`config.mk`:
```
export PLATFORM = sky130hd
export DESIGN_NAME = mips_mc_control
export DESIGN_NICKNAME = d
export VERILOG_FILES = /design/src/rtl/mips_mc_control.sv
export SDC_FILE = /design/constraint.sdc
export NUM_CORES = 1
export LEC_CHECK = 0
export CAP_MARGIN = 20
export CORE_UTILIZATION = 50
export CTS_CLUSTER_DIAMETER = 60
export DETAILED_ROUTE_END_ITERATION = 8
export DONT_BUFFER_PORTS = 1
export SLEW_MARGIN = 20
export SYNTH_ARGS = -nofsm -noshare
export SYNTH_HDL_FRONTEND = slang
export SYNTH_SLANG_ARGS = --single-unit
```
`constraint.sdc`:
```
create_clock -name CLK -period 2.1 [get_ports CLK]
set_input_delay 0.525 -clock CLK [delete_from_list [all_inputs] [get_ports CLK]]
set_output_delay 0.525 -clock CLK [all_outputs]
set_load 0.01 [all_outputs]
```
`src/rtl/mips_mc_control.sv`:
```
// Multi-cycle MIPS control sequencer: Moore FSM driving datapath enables/selects, with external instruction-load window.
// Optional MC_PERF_COUNT_EN adds CycleCnt/InstCnt performance counters.
module mips_mc_control #(
  parameter logic [5:0] HALT_OP = 6'b111111
) (
  input  logic       CLK,
  input  logic       RST,
  input  logic       WE,
  input  logic [5:0] Op,
  input  logic [5:0] Funct,
  input  logic       Zero,
  output logic       PCWrite,
  output logic       IRWrite,
  output logic       RegWrite,
  output logic       MemRead,
  output logic       MemWrite,
  output logic       IorD,
  output logic       RegDst,
  output logic       Link,
  output logic       MemtoReg,
  output logic       ALUSrcA,
  output logic [1:0] ALUSrcB,
  output logic [1:0] ALUOp,
  output logic [1:0] PCSrc,
  output logic [3:0] State,
  output logic       Busy
`ifdef MC_PERF_COUNT_EN
  ,
  output logic [31:0] CycleCnt,
  output logic [31:0] InstCnt
`endif
);

  typedef enum logic [3:0] {
    S_LOAD   = 4'd0,
    S_FETCH  = 4'd1,
    S_DECODE = 4'd2,
    S_EXEC_R = 4'd3,
    S_EXEC_I = 4'd4,
    S_ADDR   = 4'd5,
    S_MEM_RD = 4'd6,
    S_MEM_WR = 4'd7,
    S_WB     = 4'd8,
    S_BRANCH = 4'd9,
    S_JUMP   = 4'd10,
    S_HALT   = 4'd11
  } state_t;

  localparam logic [5:0] OP_RTYPE = 6'b000000;
  localparam logic [5:0] OP_ADDI  = 6'b001000;
  localparam logic [5:0] OP_ANDI  = 6'b001100;
  localparam logic [5:0] OP_ORI   = 6'b001101;
  localparam logic [5:0] OP_LW    = 6'b100011;
  localparam logic [5:0] OP_SW    = 6'b101011;
  localparam logic [5:0] OP_BEQ   = 6'b000100;
  localparam logic [5:0] OP_BNE   = 6'b000101;
  localparam logic [5:0] OP_J     = 6'b000010;
  localparam logic [5:0] OP_JAL   = 6'b000011;
  localparam logic [5:0] FN_JR    = 6'b001000;

  state_t state, next_state;

  always_ff @(posedge CLK or negedge RST) begin
    if (!RST) state <= S_LOAD;
    else      state <= next_state;
  end

  always_comb begin
    next_state = state;
    case (state)
      S_LOAD:   next_state = S_FETCH;
      S_FETCH:  next_state = S_DECODE;
      S_DECODE: begin
        case (Op)
          OP_RTYPE:                 next_state = S_EXEC_R;
          OP_ADDI, OP_ANDI, OP_ORI: next_state = S_EXEC_I;
          OP_LW, OP_SW:             next_state = S_ADDR;
          OP_BEQ, OP_BNE:           next_state = S_BRANCH;
          OP_J, OP_JAL:             next_state = S_JUMP;
          default:                  next_state = (Op == HALT_OP) ? S_HALT : S_FETCH;
        endcase
      end
      S_EXEC_R: next_state = (Funct == FN_JR) ? S_FETCH : S_WB;
      S_EXEC_I: next_state = S_WB;
      S_ADDR:   next_state = (Op == OP_SW) ? S_MEM_WR : S_MEM_RD;
      S_MEM_RD: next_state = S_WB;
      S_MEM_WR: next_state = S_FETCH;
      S_WB:     next_state = S_FETCH;
      S_BRANCH: next_state = S_FETCH;
      S_JUMP:   next_state = S_FETCH;
      S_HALT:   next_state = S_HALT;
      default:  next_state = S_LOAD;
    endcase
    // A load request overrides whatever instruction is in flight.
    if (WE) next_state = S_LOAD;
  end

  always_comb begin
    PCWrite  = 1'b0;
    IRWrite  = 1'b0;
    RegWrite = 1'b0;
    MemRead  = 1'b0;
    MemWrite = 1'b0;
    IorD     = 1'b0;
    RegDst   = 1'b0;
    Link     = 1'b0;
    MemtoReg = 1'b0;
    ALUSrcA  = 1'b0;
    ALUSrcB  = 2'b00;
    ALUOp    = 2'b00;
    PCSrc    = 2'b00;
    Busy     = (state != S_LOAD) && (state != S_HALT);
    case (state)
      S_FETCH: begin
        MemRead = 1'b1;
        IRWrite = 1'b1;
        PCWrite = 1'b1;
        ALUSrcB = 2'b01;
      end
      S_DECODE: ALUSrcB = 2'b11;
      S_EXEC_R: begin
        ALUSrcA = 1'b1;
        if (Funct == FN_JR) begin
          PCWrite = 1'b1;
          PCSrc   = 2'b10;
        end else begin
          ALUOp  = 2'b10;
          RegDst = 1'b1;
        end
      end
      S_EXEC_I: begin
        ALUSrcA = 1'b1;
        ALUSrcB = 2'b10;
        ALUOp   = 2'b11;
      end
      S_ADDR: begin
        ALUSrcA = 1'b1;
        ALUSrcB = 2'b10;
      end
      S_MEM_RD: begin
        MemRead  = 1'b1;
        IorD     = 1'b1;
        MemtoReg = 1'b1;
      end
      S_MEM_WR: begin
        MemWrite = 1'b1;
        IorD     = 1'b1;
      end
      S_WB: begin
        RegWrite = 1'b1;
        RegDst   = (Op == OP_RTYPE);
        MemtoReg = (Op == OP_LW);
      end
      S_BRANCH: begin
        ALUSrcA = 1'b1;
        ALUOp   = 2'b01;
        PCSrc   = 2'b01;
        PCWrite = (Op == OP_BNE) ? ~Zero : Zero;
      end
      S_JUMP: begin
        PCSrc   = 2'b10;
        PCWrite = 1'b1;
        if (Op == OP_JAL) begin
          RegWrite = 1'b1;
          Link     = 1'b1;
          RegDst   = 1'b1;
        end
      end
      default: ;
    endcase
  end

  assign State = state;

`ifdef MC_PERF_COUNT_EN
  always_ff @(posedge CLK or negedge RST) begin
    if (!RST) begin
      CycleCnt <= '0;
      InstCnt  <= '0;
    end else if (next_state == S_LOAD) begin
      CycleCnt <= '0;
      InstCnt  <= '0;
    end else begin
      if (Busy) CycleCnt <= CycleCnt + 32'd1;
      if (state != S_LOAD && next_state == S_FETCH) InstCnt <= InstCnt + 32'd1;
    end
  end
`endif

endmodule

```
==> impl_results.rst <==
.. list-table::
   :header-rows: 1

   * - Metric
     - Value
   * - Result of the run
     - finished, final reports clean
   * - Placed Instance Area
     - 734 um2
   * - Antenna violations before repair
     - 0
   * - Share of the synthesized area in the top cell type
     - 14.0%
   * - First-pass iteration count of the detailed router
     - 4
   * - 1st-iter DRT viols
     - 38
   * - Deepest level of the CTS H-tree
     - 1
   * - Min Hold Slack
     - 0.374 ns
   * - Areal power density over the cells
     - 483 nW/um2
   * - Post-synth net total
     - 119
   * - Effective utilization at floorplan
     - 54.4%
   * - Die area
     - 1590 um2
   * - Post-route ant nets
     - 0
   * - Via count of the first global-routing pass
     - 617
   * - Net count reported at finish
     - 126
   * - TritonCTS sink count
     - 4
   * - Sequential element share of the synthesized area
     - 14.0%
   * - Final std cells w/o fill
     - 123
   * - Leading area contributor after synthesis
     - dfrtp_1
   * - Count of endpoints failing setup in the final report
     - 0
   * - Std-Cell Core Area
     - 1320 um2
   * - Flip-flop count of the largest register after layout
     - 4
   * - Count of state elements after synthesis
     - 4
   * - DR vias/cell
     - 6.63
   * - Share of power burned in registers
     - 32.2%
   * - Synthesized-area fraction occupied by adder cells
     - 0%
   * - Final core occ
     - 58.6%
   * - Global-route wire length before repair
     - 2540 um
   * - Worst skew pair latency
     - 0.23 ns
   * - P_sw
     - 156 uW
   * - Most used flip-flop cell after synthesis
     - dfrtp_1
   * - Number of primary I/O pins
     - 37
   * - Syn avg cell area
     - 6.96 um2
   * - Xor and xnor area share after synthesis
     - 1.22%
   * - Gr ovfl total
     - 0
   * - Most common cell after layout, fill and taps aside
     - nor2_1
   * - Final sum of negative setup slack
     - 0 ns
   * - Fraction of the mapped netlist area in simple logic gates
     - 46.8%
   * - Kind of path behind the tightest hold check
     - input port to flop
   * - Fin. Hold Viols
     - 0
   * - Number of enable flip-flop cells after synthesis
     - 0
   * - Fillers
     - 144
   * - Leakage Power
     - 0.000355 uW
   * - Setup crit end kind
     - output pin
   * - Largest incremental delay on the critical path
     - 0.48 ns
   * - Crit path required time
     - 1.57 ns
   * - CTS Root Buffer Type
     - clkbuf_4
   * - Vias
     - 816
   * - Category of the most critical setup path
     - flop to output pin
   * - Relative max-transition margin
     - 70.8%
   * - CTS tree
     - yes
   * - Share of power burned in the clock network
     - 25.8%
   * - Internal power contribution
     - 217 uW
   * - Slowest cell on crit path
     - dfrtp_2
   * - Worst Clk Skew
     - 0.00323 ns
   * - Routed len/inst
     - 15.3 um
   * - Top area cells in the synthesized netlist
     - dfrtp_1, nor2_1, nand3_1
   * - Arrival time of data at the critical path endpoint
     - 1.47 ns
   * - Pin slew with the least headroom to its limit
     - 0.437 ns
   * - Number of buffers added for setup after CTS
     - 0
   * - Share of power burned in combinational logic
     - 42.0%
   * - Final HPWL DP
     - 1400 um
   * - Crit path top cell by count
     - nand3_1
   * - Mux cell area share after synthesis
     - 0%
   * - Time the worst path needs with I/O delays and setup
     - 1.99 ns
   * - Count of unique library cells instantiated by Yosys
     - 45
   * - Synthesized netlist cell count
     - 103
   * - Critical path cell sequence
     - nand2b_1 > nor4_1 > nand3_1 > nand3_1
   * - Clock input transition at the sequential cells of the worst setup and hold paths
     - 0.04 ns
   * - GR Util All Layers
     - 23.8%
   * - CTS buffer count
     - 3
   * - Relative area change from synthesis to final layout
     - 7.68%
   * - Compound-Gate Fraction of Synth Area
     - 26.4%
   * - Largest net degree at the start of global routing
     - 18
   * - Worst-case clock buffer depth
     - 2
   * - Max Clock Freq
     - 502 MHz
   * - Dpl cells
     - 119
   * - Global placement routability congestion
     - 0.842
   * - Count of final max-slew check failures
     - 0
   * - Share of flip-flops with an asynchronous set or reset after synthesis
     - 100%
   * - RSZ-0062 raised after global routing
     - no
   * - VDD IR max
     - 0.000164 V
   * - Cell Area, Synth
     - 717 um2
   * - Antenna diode instance count
     - 0
   * - Cell row count
     - 13
   * - Count of buffers inserted at the top-level ports
     - 0
   * - Final Instance Area
     - 772 um2
   * - Commonest non-fill, non-tap cells in the layout
     - nor2_1, nand2_1, buf_4
   * - Startpoint kind of the worst setup timing path
     - flop
   * - Die W
     - 39.9 um
   * - Remaining design rule violation count
     - 0
   * - Ys Warns
     - 0
   * - Share of post-route cells with drive strength above 1
     - 19.4%
   * - Peak fanout along the critical path
     - 10
   * - Main combinational cell family by area after synthesis
     - simple AND/OR/NAND/NOR gates
   * - Number of violations of the max-capacitance limit
     - 0
   * - Crit share post-route
     - 94.8%
   * - Wire length after detailed routing
     - 1880 um
   * - Die height
     - 39.9 um
   * - Switching Fraction
     - 41.8%
[synth_stat cells, types with 2 or more instances]
| library cell | n |
|---|---|
| nor2_1 | 17 |
| nand2_1 | 8 |
| inv_1 | 6 |
| nand3_1 | 6 |
| a21oi_1 | 4 |
| dfrtp_1 | 4 |
| o21ai_0 | 4 |
| a211oi_1 | 3 |
| buf_2 | 3 |
| nand2b_1 | 3 |
| nor2b_1 | 3 |
| nor4_1 | 3 |
| a21o_1 | 2 |
| clkbuf_8 | 2 |
| nand4_1 | 2 |
| nand4b_1 | 2 |
| o21a_1 | 2 |
| o31ai_1 | 2 |
[power by group through the flow]
stage | Combinational, uW | Sequential (uW) | Clock [uW]
floorplan | 152 | 97.6 | 0
global placement | 151 | 119 | 0
detailed placement | 152 | 119 | 0
CTS | 155 | 118 | 96.9
global route | 170 | 123 | 105
finish | 157 | 120 | 96.1
[stage by stage]
step	total power (uW)	worst slack [ns]
floorplan	250	0.170
global placement	270	0.227
detailed placement	270	0.224
CTS	369	0.0200
global route	398	0.0141
finish	373	0.108
[path summary, 6_finish.rpt]
kind                            startpoint  endpoint  slack (ns)  cells after the start
min in group asynchronous              RST  State[1]        0.56                      1
worst min-delay path                    WE  State[2]        0.37                      1
worst max register to register    State[0]  State[0]        0.59                      4
worst max-delay path              State[2]    RegDst        0.11                      4
max in group asynchronous              RST  State[2]        1.35                      1
worst min register to register    State[3]  State[2]        0.60                      1
[cells by family after synthesis]
family	Yosys count
buf+inv	13
flops	4
compound gates	27
xor+xnor	1
simple gates	58
[cell type report]
class                      instances  area, um2  share of cell area [%]
clock buffer                       3       22.5                    2.92
inverter                           6       22.5                    2.92
multi-input combinational         86        533                    69.0
sequential                         4        105                    13.6
tap                               15       18.8                    2.43
timing repair buffer               9       70.1                    9.08
[layer usage]
metal	track usage [%]	vias to the layer above	wire [um]	share of wire [%]
met5	0	-	0	0
li1	-	393	-	-
met3	2.84	0	144	7.7
met1	33.0	380	801	43
met2	34.3	43	929	50
met4	12.9	0	0	0
[worst max-delay path, delay by kind of cell (launching register included)]
family / cells / cell delay (ns)
and+or+nand+nor: 4 / 0.76
DFF: 1 / 0.48
[repair_timing]
item,CTS,global route
hold buffers,1,0
resized for setup,0,4
setup endpoints to repair,0,10
endpoints found under the hold margin,4,0
Power figures use the tool's default switching activity.
==> patch 1 (config.mk and constraints unchanged) <==
Build with the macro `MC_PERF_COUNT_EN` defined.
--- a/src/rtl/mips_mc_control.sv
+++ b/src/rtl/mips_mc_control.sv
@@ -1,5 +1,7 @@
 // Multi-cycle MIPS control sequencer: Moore FSM driving datapath enables/selects, with external instruction-load window.
 // Optional MC_PERF_COUNT_EN adds CycleCnt/InstCnt performance counters.
+`define MC_PERF_COUNT_EN
+
 module mips_mc_control #(
   parameter logic [5:0] HALT_OP = 6'b111111
 ) (
Function (old outputs only; new: CycleCnt and InstCnt): kept (Yosys induction, for registers that start in step).
==> patch 1 against the unedited design <==
- synthesized area grew to 6.1 times the old value
- setup slack lost 0.37 ns
- the flow now finishes with violations (setup timing)
- utilization grew 18 points
- design area grew to 8.3 times the old value
- power grew to 9.5 times the old value
- wire length grew to 7.5 times the old value
- sequential cell count grew 64
- worst hold slack lost 0.33 ns
==> patch 1: results (changes against the unedited design) <==
* Run status: finished with violations (was finished, final reports clean)
* Violations in the final reports: setup timing
* Inverters at 9 (was 6)
* Post-cts sizing count at 52 (was 0)
* Synth Area in XOR/XNOR at 5.43% (was 1.22%)
* Worst slew margin relative to its limit at 51.3% (was 70.8%)
* Vias at 4500 (was 816)
* Part of the total power dissipated in sequential elements at 39.1% (was 32.2%)
* Cell count after synthesis at 500 (was 103)
* Wl on met1 at 5.96 mm (was 801 um)
* Top metal layer carrying routed signals: met4 (was met3)
* Clock slew seen by the registers of the worst setup and hold paths at 0.09 ns (was 0.04 ns)
* Post-route standard cell area excluding fillers at 6420 um^2 (was 772 um^2)
* Total of clock buffers placed in the layout at 9 (was 3)
* Fraction of the yosys area taken by sequential cells at 39.1% (was 14.0%)
* Logic depth of the worst register-to-register path at 8 (was 4)
* Combinational fraction of design power at 29.9% (was 42.0%)
* Net Count, Synth at 518 (was 119)
* Layout cell share with drive strength beyond 1 at 41.7% (was 19.4%)
* Place WS at -0.530 ns (was 0.224 ns)
* Global-route wire length before repair at 19.5 mm (was 2.54 mm)
* Worst hold margin at 0.0473 ns (was 0.374 ns)
* Violation count after the first detailed-routing iteration at 253 (was 38)
* Post-CTS setup buffer count at 14 (was 0)
* Arr. time, crit path at 2.55 ns (was 1.47 ns)
* Buffer cell driving the clock tree root: clkbuf_8 (was clkbuf_4)
* Top cells by area in the synthesized netlist: dfrtp_1 39%, xnor2_1 4.2%, a21oi_1 4.1% (was dfrtp_1 14%, nor2_1 8.9%, nand3_1 4.2%)
* Post-synthesis cell type count at 63 (was 45)
* GR met1 Demand/Resource at 36.2% (was 33.0%)
* Vias in the first global route at 4086 (was 617)
* Post-route setup slack at -0.265 ns (was 0.108 ns)
* Hpwl dp at 8.15 mm (was 1.40 mm)
* Global-route met2 utilization at 45.8% (was 34.3%)
* Total number of placement rows at 33 (was 13)
* Type of the most critical hold path: input pin to async pin (was input pin to register)
* Routed wl met2 at 7.07 mm (was 929 um)
* Share of final layout cell area taken by non-clock buffers at 20.4% (was 9.08%)
* Pin count of the biggest net entering global routing at 69 (was 18)
* Adder and majority cell fraction of the synthesized area at 0.574% (was 0%)
* Most frequent cells after synthesis: 68 x dfrtp_1, 48 x nor2_1, 37 x nand2_1 (was 17 x nor2_1, 8 x nand2_1, 6 x inv_1, 6 x nand3_1)
* Final Skew at 0.0181 ns (was 0.00323 ns)
* Total placed instance area at 5130 um^2 (was 734 um^2)
* Flop+latch power at 0.00139 W (was 0.000120 W)
* Area fraction in compound gates after synthesis at 15.0% (was 26.4%)
* Final number of setup-violating endpoints at 46 (was 0)
* Gp weighted congestion at 0.835 (was 0.842)
* Detailed-router iteration count before antenna repair at 5 (was 4)
* Final wirelength at 14.1 mm (was 1.88 mm)
* Destination of the worst register-to-register timing path: InstCnt[2]$_DFFE_PN0P_ (was State[0]$_DFF_PN0_)
* Switching power share of the total at 32.5% (was 41.8%)
* Global Route Usage Sum at 27.6% (was 23.8%)
* Global-route track usage on met3 at 6.30% (was 2.84%)
patch 1: changes by cell type after synthesis, moves of 19 or more:
cell     change
dfrtp_1     +64
nor3_1      +22
or4_1       +20
nand2_1     +29
nor2_1      +31
a21oi_1     +32
nand3_1     +28
xnor2_1     +20
o31ai_1     +19
patch 1: worst max path at each step:
stage | startpoint | end | slack, ns | cells after the start
CTS | State[3]$_DFF_PN0_ | RegDst | -0.23 | 5
global route | State[3]$_DFF_PN0_ | InstCnt[2]$_DFFE_PN0P_ | -0.30 | 8
detailed placement | Op[3] | InstCnt[0]$_DFFE_PN0P_ | -0.53 | 7
global placement | Op[3] | InstCnt[0]$_DFFE_PN0P_ | -0.46 | 7
floorplan | State[3]$_DFF_PN0_ | InstCnt[0]$_DFFE_PN0P_ | -0.29 | 8
finish | State[3]$_DFF_PN0_ | InstCnt[2]$_DFFE_PN0P_ | -0.26 | 8
==> patch 2 (same flow settings) <==
Without the edit above. Register the inputs `WE`, `Op`, `Funct` and `Zero` before use, without a reset. The logic sees them one clock later.
--- a/src/rtl/mips_mc_control.sv
+++ b/src/rtl/mips_mc_control.sv
@@ -58,6 +58,18 @@
   localparam logic [5:0] OP_JAL   = 6'b000011;
   localparam logic [5:0] FN_JR    = 6'b001000;
 
+  logic WE_q;
+  logic [5:0] Op_q;
+  logic [5:0] Funct_q;
+  logic Zero_q;
+
+  always_ff @(posedge CLK) begin
+    WE_q    <= WE;
+    Op_q    <= Op;
+    Funct_q <= Funct;
+    Zero_q  <= Zero;
+  end
+
   state_t state, next_state;
 
   always_ff @(posedge CLK or negedge RST) begin
@@ -71,18 +83,18 @@
       S_LOAD:   next_state = S_FETCH;
       S_FETCH:  next_state = S_DECODE;
       S_DECODE: begin
-        case (Op)
+        case (Op_q)
           OP_RTYPE:                 next_state = S_EXEC_R;
           OP_ADDI, OP_ANDI, OP_ORI: next_state = S_EXEC_I;
           OP_LW, OP_SW:             next_state = S_ADDR;
           OP_BEQ, OP_BNE:           next_state = S_BRANCH;
           OP_J, OP_JAL:             next_state = S_JUMP;
-          default:                  next_state = (Op == HALT_OP) ? S_HALT : S_FETCH;
+          default:                  next_state = (Op_q == HALT_OP) ? S_HALT : S_FETCH;
         endcase
       end
-      S_EXEC_R: next_state = (Funct == FN_JR) ? S_FETCH : S_WB;
+      S_EXEC_R: next_state = (Funct_q == FN_JR) ? S_FETCH : S_WB;
       S_EXEC_I: next_state = S_WB;
-      S_ADDR:   next_state = (Op == OP_SW) ? S_MEM_WR : S_MEM_RD;
+      S_ADDR:   next_state = (Op_q == OP_SW) ? S_MEM_WR : S_MEM_RD;
       S_MEM_RD: next_state = S_WB;
       S_MEM_WR: next_state = S_FETCH;
       S_WB:     next_state = S_FETCH;
@@ -92,7 +104,7 @@
       default:  next_state = S_LOAD;
     endcase
     // A load request overrides whatever instruction is in flight.
-    if (WE) next_state = S_LOAD;
+    if (WE_q) next_state = S_LOAD;
   end
 
   always_comb begin
@@ -120,7 +132,7 @@
       S_DECODE: ALUSrcB = 2'b11;
       S_EXEC_R: begin
         ALUSrcA = 1'b1;
-        if (Funct == FN_JR) begin
+        if (Funct_q == FN_JR) begin
           PCWrite = 1'b1;
           PCSrc   = 2'b10;
         end else begin
@@ -148,19 +160,19 @@
       end
       S_WB: begin
         RegWrite = 1'b1;
-        RegDst   = (Op == OP_RTYPE);
-        MemtoReg = (Op == OP_LW);
+        RegDst   = (Op_q == OP_RTYPE);
+        MemtoReg = (Op_q == OP_LW);
       end
       S_BRANCH: begin
         ALUSrcA = 1'b1;
         ALUOp   = 2'b01;
         PCSrc   = 2'b01;
-        PCWrite = (Op == OP_BNE) ? ~Zero : Zero;
+        PCWrite = (Op_q == OP_BNE) ? ~Zero_q : Zero_q;
       end
       S_JUMP: begin
         PCSrc   = 2'b10;
         PCWrite = 1'b1;
-        if (Op == OP_JAL) begin
+        if (Op_q == OP_JAL) begin
           RegWrite = 1'b1;
           Link     = 1'b1;
           RegDst   = 1'b1;
Behaviour: not the same (a bounded check fails within 4 cycles, from zero or initial values and one cycle with RST low).
==> patch 2 against the unedited design <==
- wire length rose by 30%
- power rose by 93%
- global-route usage fell by 1.7 points
- cell count rose by 32%
- setup slack got worse by 0.055 ns
- worst hold slack got worse by 0.12 ns
- synthesized area rose by 42%
- largest power group is now sequential cells
- design area rose by 58%
- largest cell class unchanged
- sequential cell count rose by 14
- utilization rose by 8.6 points
==> patch 2: results (changes against the unedited design) <==
* Clock distribution area overhead in the final layout at 2.15% (was 2.92%)
* Violation count after the first detailed-routing iteration at 15 (was 38)
* Total of clock buffers placed in the layout at 4 (was 3)
* Run status: finished, final reports clean (unchanged)
* Global-route met2 utilization at 36.4% (was 34.3%)
* Leakage power of the design at 0.496 nW (was 0.355 nW)
* Buffer count excluding the clock tree in the final layout at 15 (was 9)
* Post-synthesis mux area share at 0.984% (was 0%)
* Power dissipated in combinational cells at 0.000152 W (was 0.000157 W)
* Measured slew at the worst slew-check pin at 0.410 ns (was 0.437 ns)
* Area fraction in compound gates after synthesis at 22.9% (was 26.4%)
* Number of placed cells counting well taps at 153 (was 119)
* Gp weighted congestion at 0.870 (was 0.842)
* Share of cell area taken by multi-input logic gates at 52.3% (was 69.0%)
* Layout Nets at 154 (was 126)
* GR met1 Demand/Resource at 30.4% (was 33.0%)
* Most frequent cells after synthesis: 18 x nor2_1, 14 x dfxtp_1, 12 x nand2_1 (was 17 x nor2_1, 8 x nand2_1, 6 x inv_1, 6 x nand3_1)
* Clock slew seen by the registers of the worst setup and hold paths at 0.10 ns (was 0.04 ns)
* Global-route wire length before repair at 3.46 mm (was 2.54 mm)
* Cell count after synthesis at 128 (was 103)
* Average routed wire per standard cell at 15.0 um (was 15.3 um)
* Arr. time, crit path at 1.52 ns (was 1.47 ns)
* Post-synthesis cell type count at 41 (was 45)
* Vias at 959 (was 816)
* Fraction of registers with async set or reset after synthesis at 22.2% (was 100%)
* Place WS at 0.180 ns (was 0.224 ns)
* Fraction of the yosys area taken by sequential cells at 37.4% (was 14.0%)
* Skew-Pair Late Insertion Delay at 0.29 ns (was 0.23 ns)
* Crit-path max FO at 2 (was 10)
==> patch 2: cell types whose count changed in the layout (fill, tap and decap cells not counted), sizes merged, moves of 3 or more <==
cell | before | now
o22ai | 0 | 3
a32oi | 0 | 3
buf | 8 | 14
nor3 | 2 | 5
a211oi | 3 | 0
o21ai | 5 | 8
nand2 | 8 | 12
dfxtp | 0 | 14
inv | 6 | 3
a21oi | 4 | 8
==> patch 2: cell families after synthesis <==
family,Yosys count
AO/OA/AOI/OAI,33
AND/OR/NAND/NOR,62
flip-flops,18
multiplexers,1
buffers and inverters,13
XOR/XNOR,1
==> patch 2: final timing paths <==
| path | to | slack [ns] | cells past startpoint | start |
|---|---|---|---|---|
| worst max register to register | State[3]$_DFF_PN0_ | 0.45 | 5 | State[3]$_DFF_PN0_ |
| min in group asynchronous | State[0]$_DFF_PN0_ | 0.50 | 1 | RST |
| worst min register to register | State[3]$_DFF_PN0_ | 0.48 | 1 | WE_q$_DFF_P_ |
| worst max-delay path | PCWrite | 0.05 | 5 | Funct_q[1]$_DFF_P_ |
| worst min-delay path | Funct_q[4]$_DFF_P_ | 0.25 | 0 | Funct[4] |
| max in group asynchronous | State[2]$_DFF_PN0_ | 1.40 | 1 | RST |
==> patch 2: timing repair <==
item,4_1_cts,5_1_grt
pin swaps,1,4
endpoints found under the setup margin,7,8
hold endpoints to repair,4,0
buffers inserted,0,4
hold buffers,1,0
resized for setup,9,16
==> patch 2: critical path, stage by stage (launching register included) <==
cell and delay, ns:
dfxtp_2 0.34, nor4b_4 0.28, and2_4 0.19, nand3b_1 0.10, a21oi_2 0.16, a211o_1 0.17
==> patch 2: metal layers <==
layer  share of wire (%)  vias up
li1                    -      475
met1                  45      437
met2                  47       45
met3                 7.2        2
met4                0.62        0
met5                   0        -
